## config.mk

```make
export PLATFORM = sky130hd
export DESIGN_NAME = tile_lane_engine
export DESIGN_NICKNAME = d
export VERILOG_FILES = /design/src/rtl/tile_lane_engine_pkg.sv /design/src/rtl/tile_lane_engine_lane.sv /design/src/rtl/tile_lane_engine.sv
export SDC_FILE = /design/constraint.sdc
export NUM_CORES = 1
export LEC_CHECK = 0
export CAP_MARGIN = 20
export CORE_ASPECT_RATIO = 0.7
export CORE_UTILIZATION = 35
export DETAILED_ROUTE_END_ITERATION = 7
export PLACE_DENSITY = 0.61
export SYNTH_ARGS = -nofsm -noshare
export SYNTH_HDL_FRONTEND = slang
export SYNTH_HIERARCHICAL = 1
export SYNTH_SLANG_ARGS = --single-unit
```

## constraint.sdc

```tcl
create_clock -name frame_clk -period 5.7 [get_ports frame_clk]
set_input_delay 0.855 -clock frame_clk [delete_from_list [all_inputs] [get_ports frame_clk]]
set_output_delay 0.855 -clock frame_clk [all_outputs]
set_load 0.03 [all_outputs]
```

## src/rtl/tile_lane_engine_pkg.sv

```systemverilog
// Shared types and default geometry for the falling-tile engine.
package tile_pkg;

  typedef enum logic {IDLE, FALL} lane_state_t;

  localparam int unsigned TILE_H_DEF    = 75;
  localparam int unsigned Y_MIN_DEF     = 0;
  localparam int unsigned Y_MAX_DEF     = 479;
  localparam int unsigned PARK_Y_DEF    = 480;
  localparam int unsigned BASE_STEP_DEF = 3;
  localparam int unsigned HIT_LO_DEF    = 380;

endpackage

```

## src/rtl/tile_lane_engine_lane.sv

```systemverilog
// One lane: IDLE/FALL state machine, y and motion registers, hit/miss pulses.
module tile_lane
  import tile_pkg::*;
#(
  parameter int unsigned TILE_H    = TILE_H_DEF,
  parameter int unsigned Y_MIN     = Y_MIN_DEF,
  parameter int unsigned Y_MAX     = Y_MAX_DEF,
  parameter int unsigned PARK_Y    = PARK_Y_DEF,
  parameter int unsigned BASE_STEP = BASE_STEP_DEF,
  parameter int unsigned HIT_LO    = HIT_LO_DEF,
  parameter int unsigned SPEED_W   = 4
) (
  input  logic               frame_clk,
  input  logic               Reset,
  input  logic               spawn_en,
  input  logic [SPEED_W-1:0] speed,
  input  logic               key_press,
  output logic [9:0]         y,
  output logic               active,
  output logic               hit,
  output logic               miss
);

  lane_state_t state_q, state_d;
  logic [9:0]  y_q, y_d, mot_q, mot_d;
  logic        hit_d, miss_d;
  logic [10:0] bottom;

  // Bottom edge at 11 bits so the window compares never wrap.
  assign bottom = {1'b0, y_q} + 11'(TILE_H);

  always_comb begin
    state_d = state_q;
    y_d     = y_q;
    mot_d   = mot_q;
    hit_d   = 1'b0;
    miss_d  = 1'b0;
    case (state_q)
      IDLE: begin
        if (spawn_en) begin
          y_d     = 10'(Y_MIN);
          mot_d   = 10'(BASE_STEP) + 10'(speed);
          state_d = FALL;
        end
      end
      FALL: begin
        if (key_press && (bottom >= 11'(HIT_LO))) begin
          hit_d   = 1'b1;
          y_d     = 10'(PARK_Y);
          state_d = IDLE;
        end else if (bottom >= 11'(Y_MAX)) begin
          miss_d  = 1'b1;
          y_d     = 10'(PARK_Y);
          state_d = IDLE;
        end else begin
          y_d = y_q + mot_q;
        end
      end
      default: state_d = IDLE;
    endcase
  end

  always_ff @(posedge frame_clk) begin
    if (Reset) begin
      state_q <= IDLE;
      y_q     <= 10'(PARK_Y);
      mot_q   <= '0;
      hit     <= 1'b0;
      miss    <= 1'b0;
    end else begin
      state_q <= state_d;
      y_q     <= y_d;
      mot_q   <= mot_d;
      hit     <= hit_d;
      miss    <= miss_d;
    end
  end

  assign y      = y_q;
  assign active = (state_q == FALL);

endmodule

```

## src/rtl/tile_lane_engine.sv

```systemverilog
// Multi-lane falling-tile engine: spawn decode, per-lane tiles, hit/miss scoring.
module tile_lane_engine
  import tile_pkg::*;
#(
  parameter int unsigned NUM_LANES = 4,
  parameter int unsigned LANE_W    = 160,
  parameter int unsigned TILE_H    = TILE_H_DEF,
  parameter int unsigned Y_MIN     = Y_MIN_DEF,
  parameter int unsigned Y_MAX     = Y_MAX_DEF,
  parameter int unsigned BASE_STEP = BASE_STEP_DEF,
  parameter int unsigned SPEED_W   = 4,
  parameter int unsigned HIT_LO    = HIT_LO_DEF,
  parameter int unsigned PARK_Y    = PARK_Y_DEF,
  parameter int unsigned CNT_W     = 16
) (
  input  logic                         frame_clk,
  input  logic                         Reset,
  input  logic                         spawn,
  input  logic [$clog2(NUM_LANES)-1:0] spawn_lane,
  input  logic [SPEED_W-1:0]           speed,
  input  logic [NUM_LANES-1:0]         key_press,
  output logic [NUM_LANES*10-1:0]      tile_x,
  output logic [NUM_LANES*10-1:0]      tile_y,
  output logic [9:0]                   tile_s,
  output logic [NUM_LANES-1:0]         active,
  output logic [NUM_LANES-1:0]         hit,
  output logic [NUM_LANES-1:0]         miss,
  output logic                         spawn_drop,
  output logic [CNT_W-1:0]             hit_count,
  output logic [CNT_W-1:0]             miss_count
);

  localparam int unsigned LANE_IW = $clog2(NUM_LANES);
  localparam int unsigned POP_W   = $clog2(NUM_LANES + 1);
  localparam int unsigned SUM_W   = CNT_W + POP_W;

  logic [NUM_LANES-1:0] lane_spawn;
  logic                 drop_d;
  logic [POP_W-1:0]     hit_pop, miss_pop;
  logic [SUM_W-1:0]     hit_sum, miss_sum;

  for (genvar i = 0; i < NUM_LANES; i++) begin : g_lane
    assign lane_spawn[i]     = spawn && (spawn_lane == LANE_IW'(i));
    assign tile_x[i*10 +: 10] = 10'(i * LANE_W);

    tile_lane #(
      .TILE_H    (TILE_H),
      .Y_MIN     (Y_MIN),
      .Y_MAX     (Y_MAX),
      .PARK_Y    (PARK_Y),
      .BASE_STEP (BASE_STEP),
      .HIT_LO    (HIT_LO),
      .SPEED_W   (SPEED_W)
    ) u_lane (
      .frame_clk (frame_clk),
      .Reset     (Reset),
      .spawn_en  (lane_spawn[i]),
      .speed     (speed),
      .key_press (key_press[i]),
      .y         (tile_y[i*10 +: 10]),
      .active    (active[i]),
      .hit       (hit[i]),
      .miss      (miss[i])
    );
  end

  assign tile_s = 10'(TILE_H);

  // A spawn is refused when its lane is out of range or already falling.
  always_comb begin
    drop_d = 1'b0;
    if (spawn) begin
      if (int'(spawn_lane) >= int'(NUM_LANES)) drop_d = 1'b1;
      else                                     drop_d = active[spawn_lane];
    end
  end

  always_comb begin
    hit_pop  = '0;
    miss_pop = '0;
    for (int unsigned i = 0; i < NUM_LANES; i++) begin
      hit_pop  = hit_pop  + POP_W'(hit[i]);
      miss_pop = miss_pop + POP_W'(miss[i]);
    end
    hit_sum  = SUM_W'(hit_count)  + SUM_W'(hit_pop);
    miss_sum = SUM_W'(miss_count) + SUM_W'(miss_pop);
  end

  always_ff @(posedge frame_clk) begin
    if (Reset) begin
      spawn_drop <= 1'b0;
      hit_count  <= '0;
      miss_count <= '0;
    end else begin
      spawn_drop <= drop_d;
      hit_count  <= (hit_sum  > SUM_W'({CNT_W{1'b1}})) ? '1 : hit_sum[CNT_W-1:0];
      miss_count <= (miss_sum > SUM_W'({CNT_W{1'b1}})) ? '1 : miss_sum[CNT_W-1:0];
    end
  end

endmodule
```

Word-level counts from Yosys, hierarchy flattened
Index checks and enable logic that the tools add are counted.

storage, ports and cells
  word-level logic and storage cells = 129
  output and inout bits = 135
  register bits after elaboration = 125
  bits of input ports = 13

cells by class
  add/subtract/negate cells = 17
  multiplexer cells = 44
  equal/unequal tests = 7
  bitwise gates (word level) = 5
  magnitude comparators = 11
  reductions and logical operators = 22

operators by type and width
  cell                   count
  $mux 10                12
  $ge 11x9->1 const B    8
  $pmux 10 s2            4
  $add 10x7->11 const B  4
  $add 10x10->10         4
  $add 16x3->17          2
  $gt 17x16->1 const B   2
  $mux 16                2
  $mux 1                 21
  $reduce_or 3->1        4
  $reduce_or 2->1        5
  $logic_and 1x1->1      8
  $ne 2x1->1 const B     4
  $pmux 1 s2             4
  $reduce_and 2->1       4
  $add 2x1->3            2
  $add 3x1->3            2
  $add 2x4->5 const A    1
  $not 1->1              5
  $add 1x1->2            2
  $eq 2x2->1 const B     2
  $lt 2x3->1 const B     1
  $bmux 1 s2             1
  $eq 2x1->1 const B     1
  $logic_not 2->1        1

Depth between registers and ports, before layout
  word-level depth = 6
  gate-level depth with buffers = 10
  mapped depth without buffers = 9

Modules after synthesis
The synthesis kept the hierarchy.

by module, submodules not included
  module                             cells each  instances  sequential area each (um2)  area each (um2)
  tile_lane at g_lane[0].u_lane ...  152         3          360.3                       1249.9
  tile_lane_engine                   230         1          660.6                       2095.8
  tile_lane at g_lane[3].u_lane      161         1          360.3                       1371.3

Worst setup path before layout
OpenSTA, ideal clock, no wires.

  path type = reg-to-reg
  start point = register g_lane[0].u_lane.hit
  end point = register hit_count[11]
  clock period less this slack = 2.566 ns
  data arrival time = 2.492 ns
  slack = 3.134 ns
  setup time = 0.074 ns
  buffers on the path = 1
  required time = 5.626 ns
  stages on the path, launching flop included = 11
  cell sequence = dfxtp_1 fa_1 inv_1 fa_1 inv_1 fa_1 and4_2 nor3b_4 nand2_2 buf_6 a31oi_1

on the way
  cells in the longest elaborated chain, start to end = 6

RTL lines
  what                    RTL line                     RTL
  from (decl)             tile_lane_engine_lane.sv:20  output logic hit,
  from (signal assigned)  tile_lane_engine_lane.sv:74  hit <= hit_d;
  $add 1x1->2 (*)         tile_lane_engine.sv:82       hit_pop = hit_pop + POP_W'(hit[i]);
  $add 2x1->3 (*)         tile_lane_engine.sv:82
  $add 3x1->3 (*)         tile_lane_engine.sv:82
  $add 16x3->17 (*)       tile_lane_engine.sv:85       hit_sum = SUM_W'(hit_count) + SUM_W'(hit_pop);
  $gt 17x16->1            tile_lane_engine.sv:96       hit_count <= (hit_sum > SUM_W'({CNT_W{1'b1}})) ? '1 : hit_sum[CNT_W-1:0];
  $mux 16 (*)             tile_lane_engine.sv:96
  to (signal assigned)    tile_lane_engine.sv:96
  to (decl)               tile_lane_engine.sv:29       output logic [CNT_W-1:0] hit_count,

Mark *: on every way between the ends. The rest lies on a longest branch, timed or not.
A chain may end at the register's enable or synchronous reset.

Worst setup path after layout
  start point = register g_lane[1].u_lane.state_q
  end point = output active[1]

RTL lines
  what                    RTL line                     RTL
  from (decl)             tile_lane_engine_lane.sv:24  lane_state_t state_q, state_d;
  from (signal assigned)  tile_lane_engine_lane.sv:71  state_q <= state_d;
  to (decl)               tile_lane_engine.sv:25       output logic [NUM_LANES-1:0] active,

No word-level cell between the ends.

==> report_table.html <==
<table>
<tr><th>Metric</th><th>Value</th></tr>
<tr><th colspan="2">Outcome</th></tr>
<tr><td>Outcome</td><td>completed</td></tr>
<tr><th colspan="2">Detailed routing</th></tr>
<tr><td>Number of iterations in the first detailed-routing pass</td><td>7</td></tr>
<tr><td>Post-detailed-route count of antenna-violating nets</td><td>0</td></tr>
<tr><td>Final routed wire length divided by cell count</td><td>~15 um</td></tr>
<tr><td>Initial drt markers</td><td>approximately 440</td></tr>
<tr><td>Vias/cell</td><td>about 5.2</td></tr>
<tr><td>Via count</td><td>6190</td></tr>
<tr><td>DRC violation count after routing</td><td>0</td></tr>
<tr><td>Total wire length after detailed routing</td><td>17.6 mm</td></tr>
<tr><th colspan="2">Hold path</th></tr>
<tr><td>Hold Path Depth</td><td>2</td></tr>
<tr><td>Tightest Hold Check Type</td><td>flop to flop</td></tr>
<tr><td>Launch instance of the worst min-delay path</td><td>g_lane[0].u_lane/mot_q[2]</td></tr>
<tr><td>Hold Path Sink</td><td>g_lane[0].u_lane/mot_q[2]</td></tr>
<tr><th colspan="2">Clocking</th></tr>
<tr><td>Maximum number of buffers from clock root to sink</td><td>2</td></tr>
<tr><td>Clock slew at reported path FFs</td><td>~0.070 ns</td></tr>
<tr><td>H-tree levels</td><td>3</td></tr>
<tr><td>Post-CTS Repair Setup Buffers</td><td>0</td></tr>
<tr><td>Number of sinks on the clock net</td><td>between 100 and 150</td></tr>
<tr><td>Clock latency of the later-clocked register in the worst-skew pair</td><td>0.35 ns</td></tr>
<tr><td>Post-cts gate resize count</td><td>0</td></tr>
<tr><td>Clock buffers created by TritonCTS</td><td>9</td></tr>
<tr><td>Root Driver</td><td>clkbuf_16</td></tr>
<tr><td>Hold-fix buffers at CTS</td><td>0</td></tr>
<tr><td>CTS tree</td><td>yes</td></tr>
<tr><th colspan="2">Pwr</th></tr>
<tr><td>Part of the power in combinational logic</td><td>18.8%</td></tr>
<tr><td>Final Power</td><td>approximately 1800 uW</td></tr>
<tr><td>Total power density per cell area</td><td>roughly 210 nW/um2</td></tr>
<tr><td>Internal power contribution</td><td>roughly 1200 uW</td></tr>
<tr><td>Proportion of power drawn by the clock network</td><td>between 30% and 40%</td></tr>
<tr><td>Share of power burned in registers</td><td>45.5%</td></tr>
<tr><td>P_leak</td><td>approximately 0.0034 uW</td></tr>
<tr><td>P_sw</td><td>roughly 560 uW</td></tr>
<tr><td>Switch share</td><td>a little under a third</td></tr>
<tr><td>Worst voltage drop across the vdd grid</td><td>131 uV</td></tr>
<tr><th colspan="2">GRT</th></tr>
<tr><td>Via count of the first global-routing pass</td><td>between 5000 and 6000</td></tr>
<tr><td>Wire length of the first global-routing pass</td><td>between 20 and 30 mm</td></tr>
<tr><td>Initial antenna violation count</td><td>1</td></tr>
<tr><td>Pin count of the biggest net entering global routing</td><td>63</td></tr>
<tr><td>GRT Resource Usage Total</td><td>16.7%</td></tr>
<tr><td>Grt ovf</td><td>0</td></tr>
<tr><th colspan="2">STA</th></tr>
<tr><td>Final setup TNS</td><td>0 ns</td></tr>
<tr><td>Finish-stage setup viols</td><td>0</td></tr>
<tr><td>Tcrit/Tclk final</td><td>50.5%</td></tr>
<tr><td>Tmin final</td><td>around 2.9 ns</td></tr>
<tr><td>Post-route worst hold slack</td><td>roughly 0.46 ns</td></tr>
<tr><td>Worst slew margin relative to its limit</td><td>between 30% and 40%</td></tr>
<tr><td>Slew of the pin with the lowest slew margin</td><td>approximately 1.0 ns</td></tr>
<tr><td>Setup repair after global routing missed its margin</td><td>no</td></tr>
<tr><td>Number of hold violations in the final report</td><td>0</td></tr>
<tr><td>Upper clock frequency limit</td><td>347 MHz</td></tr>
<tr><td>Pins over their slew limit</td><td>0</td></tr>
<tr><td>Worst-case clock skew</td><td>approximately 0.0055 ns</td></tr>
<tr><th colspan="2">Worst setup path</th></tr>
<tr><td>Slowest cell on the critical path</td><td>dfxtp_1</td></tr>
<tr><td>Critical path class</td><td>flop to output pin</td></tr>
<tr><td>Slack of the worst reg-to-reg path</td><td>approximately 3.0 ns</td></tr>
<tr><td>Category of the worst setup path launch point</td><td>flop</td></tr>
<tr><td>Worst setup EP type</td><td>output pin</td></tr>
<tr><td>Critical Path Max Stage Delay</td><td>around 0.87 ns</td></tr>
<tr><td>End of the worst register-to-register path</td><td>hit_count[11]</td></tr>
<tr><td>Arr. time, crit path</td><td>2.03 ns</td></tr>
<tr><td>Buffer and inverter count on the worst path</td><td>1</td></tr>
<tr><td>CP max FO</td><td>25</td></tr>
<tr><td>Worst path top cell family by delay</td><td>flip-flops</td></tr>
<tr><td>FF-to-FF path depth</td><td>9</td></tr>
<tr><td>Origin of the critical flop-to-flop path</td><td>g_lane[0].u_lane/hit</td></tr>
<tr><td>Cells along the critical path</td><td>clkdlybuf4s50_1</td></tr>
<tr><td>Req. time, crit path</td><td>4.85 ns</td></tr>
<tr><th colspan="2">Floorplan</th></tr>
<tr><td>Starting utilization of the core area</td><td>roughly 36%</td></tr>
<tr><td>Chip Height</td><td>about 120 um</td></tr>
<tr><td>Total Die Area</td><td>21200 um2</td></tr>
<tr><td>Die X</td><td>174 um</td></tr>
<tr><td>Core box area</td><td>20000 um2</td></tr>
<tr><td>Number of placed I/O pins</td><td>148</td></tr>
<tr><td>Row count</td><td>43</td></tr>
<tr><th colspan="2">Synthesis</th></tr>
<tr><td>Number of synthesized register bits</td><td>105</td></tr>
<tr><td>Seq/Total Area, Yosys</td><td>29.1%</td></tr>
<tr><td>Post-synth ARST share</td><td>0%</td></tr>
<tr><td>Share of the synthesized area in the top cell type</td><td>between 20 and 30%</td></tr>
<tr><td>Cell taking the most area after synthesis</td><td>dfxtp_1</td></tr>
<tr><td>Post-synth design cell area</td><td>7220 um2</td></tr>
<tr><td>EDFF count, synth</td><td>0</td></tr>
<tr><td>Most instantiated flip-flop cell in the synthesis netlist</td><td>dfxtp_1</td></tr>
<tr><td>Biggest area contributors in the synthesized netlist</td><td>dfxtp_1 (29%), ha_1 (5.9%), buf_4 (5.4%)</td></tr>
<tr><td>Library cells used by synthesis</td><td>just under 80</td></tr>
<tr><td>Instance count of the mapped netlist</td><td>approximately 850</td></tr>
<tr><td>Average size of a mapped cell</td><td>8.52 um2</td></tr>
<tr><td>Synth warn</td><td>6</td></tr>
<tr><th colspan="2">Layout</th></tr>
<tr><td>Fillers</td><td>approximately 2000</td></tr>
<tr><td>Number of standard cells in the layout, taps in and fillers out</td><td>around 1200</td></tr>
<tr><td>Layout cell share with drive strength beyond 1</td><td>under 10%</td></tr>
<tr><td>Antenna cells</td><td>0</td></tr>
<tr><td>Count of nets after finishing</td><td>about 970</td></tr>
<tr><td>Area growth from synthesis to layout</td><td>16.9%</td></tr>
<tr><th colspan="2">Run</th></tr>
<tr><td>Max-capacitance violation count</td><td>0</td></tr>
<tr><th colspan="2">Placement</th></tr>
<tr><td>RD Place Congestion</td><td>roughly 0.78</td></tr>
<tr><td>Port buffer count</td><td>97</td></tr>
<tr><td>Detailed-placement wirelength estimate</td><td>between 10 and 15 mm</td></tr>
<tr><td>Inst Count DP</td><td>~1200</td></tr>
</table>
Yosys cell counts, types with 4 or more instances:
master,n
a211o_1,4
a211oi_1,25
a21o_1,27
a21oi_1,60
a31oi_1,25
and2_1,8
and3_1,12
and4b_1,4
buf_1,6
buf_2,7
buf_4,52
buf_6,4
clkbuf_1,18
dfxtp_1,105
fa_1,10
ha_1,34
inv_1,36
mux2i_1,8
nand2_1,50
nand2_2,4
nand2b_1,20
nand3_1,17
nand4_1,10
nor2_1,58
nor2b_1,12
nor3_1,19
nor3b_1,15
o2111a_1,5
o2111ai_1,7
o211a_1,4
o211ai_1,11
o21a_1,7
o21ai_0,30
o21bai_1,8
o311a_1,4
o31ai_1,8
or2_1,6
or2_2,4
xnor2_1,19
xor2_1,23
worst max path at each step:
stage	cells past startpoint	end	start
floorplan	10	hit_count[11]	g_lane[0].u_lane/hit
global placement	5	g_lane[0].u_lane/y[5]	spawn
detailed placement	5	g_lane[0].u_lane/y[5]	spawn_lane[0]
CTS	1	active[1]	g_lane[1].u_lane/active
global route	1	active[1]	g_lane[1].u_lane/active
finish	1	active[1]	g_lane[1].u_lane/active
cell families (layout without fill, tap and decap cells):
kind of cell	after synthesis	in the layout	share of synthesized area, %
buffers and inverters	124	150	9.83
XOR/XNOR	42	42	5.10
AND/OR/NAND/NOR	269	269	20.7
AO/OA/AOI/OAI	252	252	25.1
other	2	50	0.104
adder cells (fa/ha/maj)	44	44	8.67
flip-flops	105	105	29.1
multiplexers	9	9	1.42
registers in the layout (all words and copies together) (netlist names):
name and cells:
hit_count 16, g_lane.u_lane/mot_q 20, g_lane.u_lane/hit 4, g_lane.u_lane/miss 4
spawn_drop 1, g_lane.u_lane/active 4, g_lane.u_lane/y 40, miss_count 16
power groups by stage:
| stage | Combinational, uW | Sequential (uW) | Clock [uW] |
|---|---|---|---|
| after floorplan | 285 | 821 | 0 |
| after global placement | 332 | 828 | 0 |
| after detailed placement | 335 | 828 | 0 |
| after CTS | 336 | 811 | 658 |
| after global routing | 368 | 818 | 684 |
| final | 336 | 811 | 635 |
layer usage:
| metal | global-route usage (%) | up-vias | routed length [um] |
|---|---|---|---|
| li1 | - | 3131 | - |
| met1 | 25.9 | 2895 | 9450 |
| met2 | 23.6 | 155 | 7170 |
| met3 | 3.15 | 9 | 885 |
| met4 | 2.96 | 0 | 116 |
| met5 | 0 | - | 0 |
worst reg2reg max path: cells and delay by family, from the launching register on:
family,cells,cell delay (ns)
simple gates,3,0.87
buf+inv,2,0.13
flops,1,0.33
fa+ha+maj,3,1.13
compound gates,1,0.19
through the flow:
step | cell area, um2 | util [%] | worst slack, ns
2_1_floorplan | 7400 | - | 3.13
5_1_grt | 8440 | 42.2 | 2.71
6_report | 8440 | 42.2 | 2.82
4_1_cts | 8440 | 42.2 | 2.78
3_5_place_dp | 8140 | 40.7 | 2.57
3_3_place_gp | 8140 | 40.7 | 2.66
final cells by class:
class	instances	area [um2]	area share (%)
Multi-Input combinational cell	666	4590	54.3
Sequential cell	105	2100	24.9
Timing Repair Buffer	99	983	11.7
Tap cell	270	338	4.00
Clock buffer	10	229	2.71
Inverter	36	135	1.60
Clock inverter	5	65.1	0.771
layout by cell type, fill, tap and decap left out, drive strengths merged, types with 12 or more instances in the layout:
cell type and count:
nand2b 20, nand3 18, nand2 54, conb 50
inv 38, a31oi 25, xor2 23, nor2b 12
a211oi 25, o211ai 12, ha 34, o21ai 30
and3 13, dfxtp 105, a21oi 60, clkdlybuf4s50 96
xnor2 19, a21o 27, nor3 19, nor2 58
nor3b 17
(Power assumes the default switching activity.)
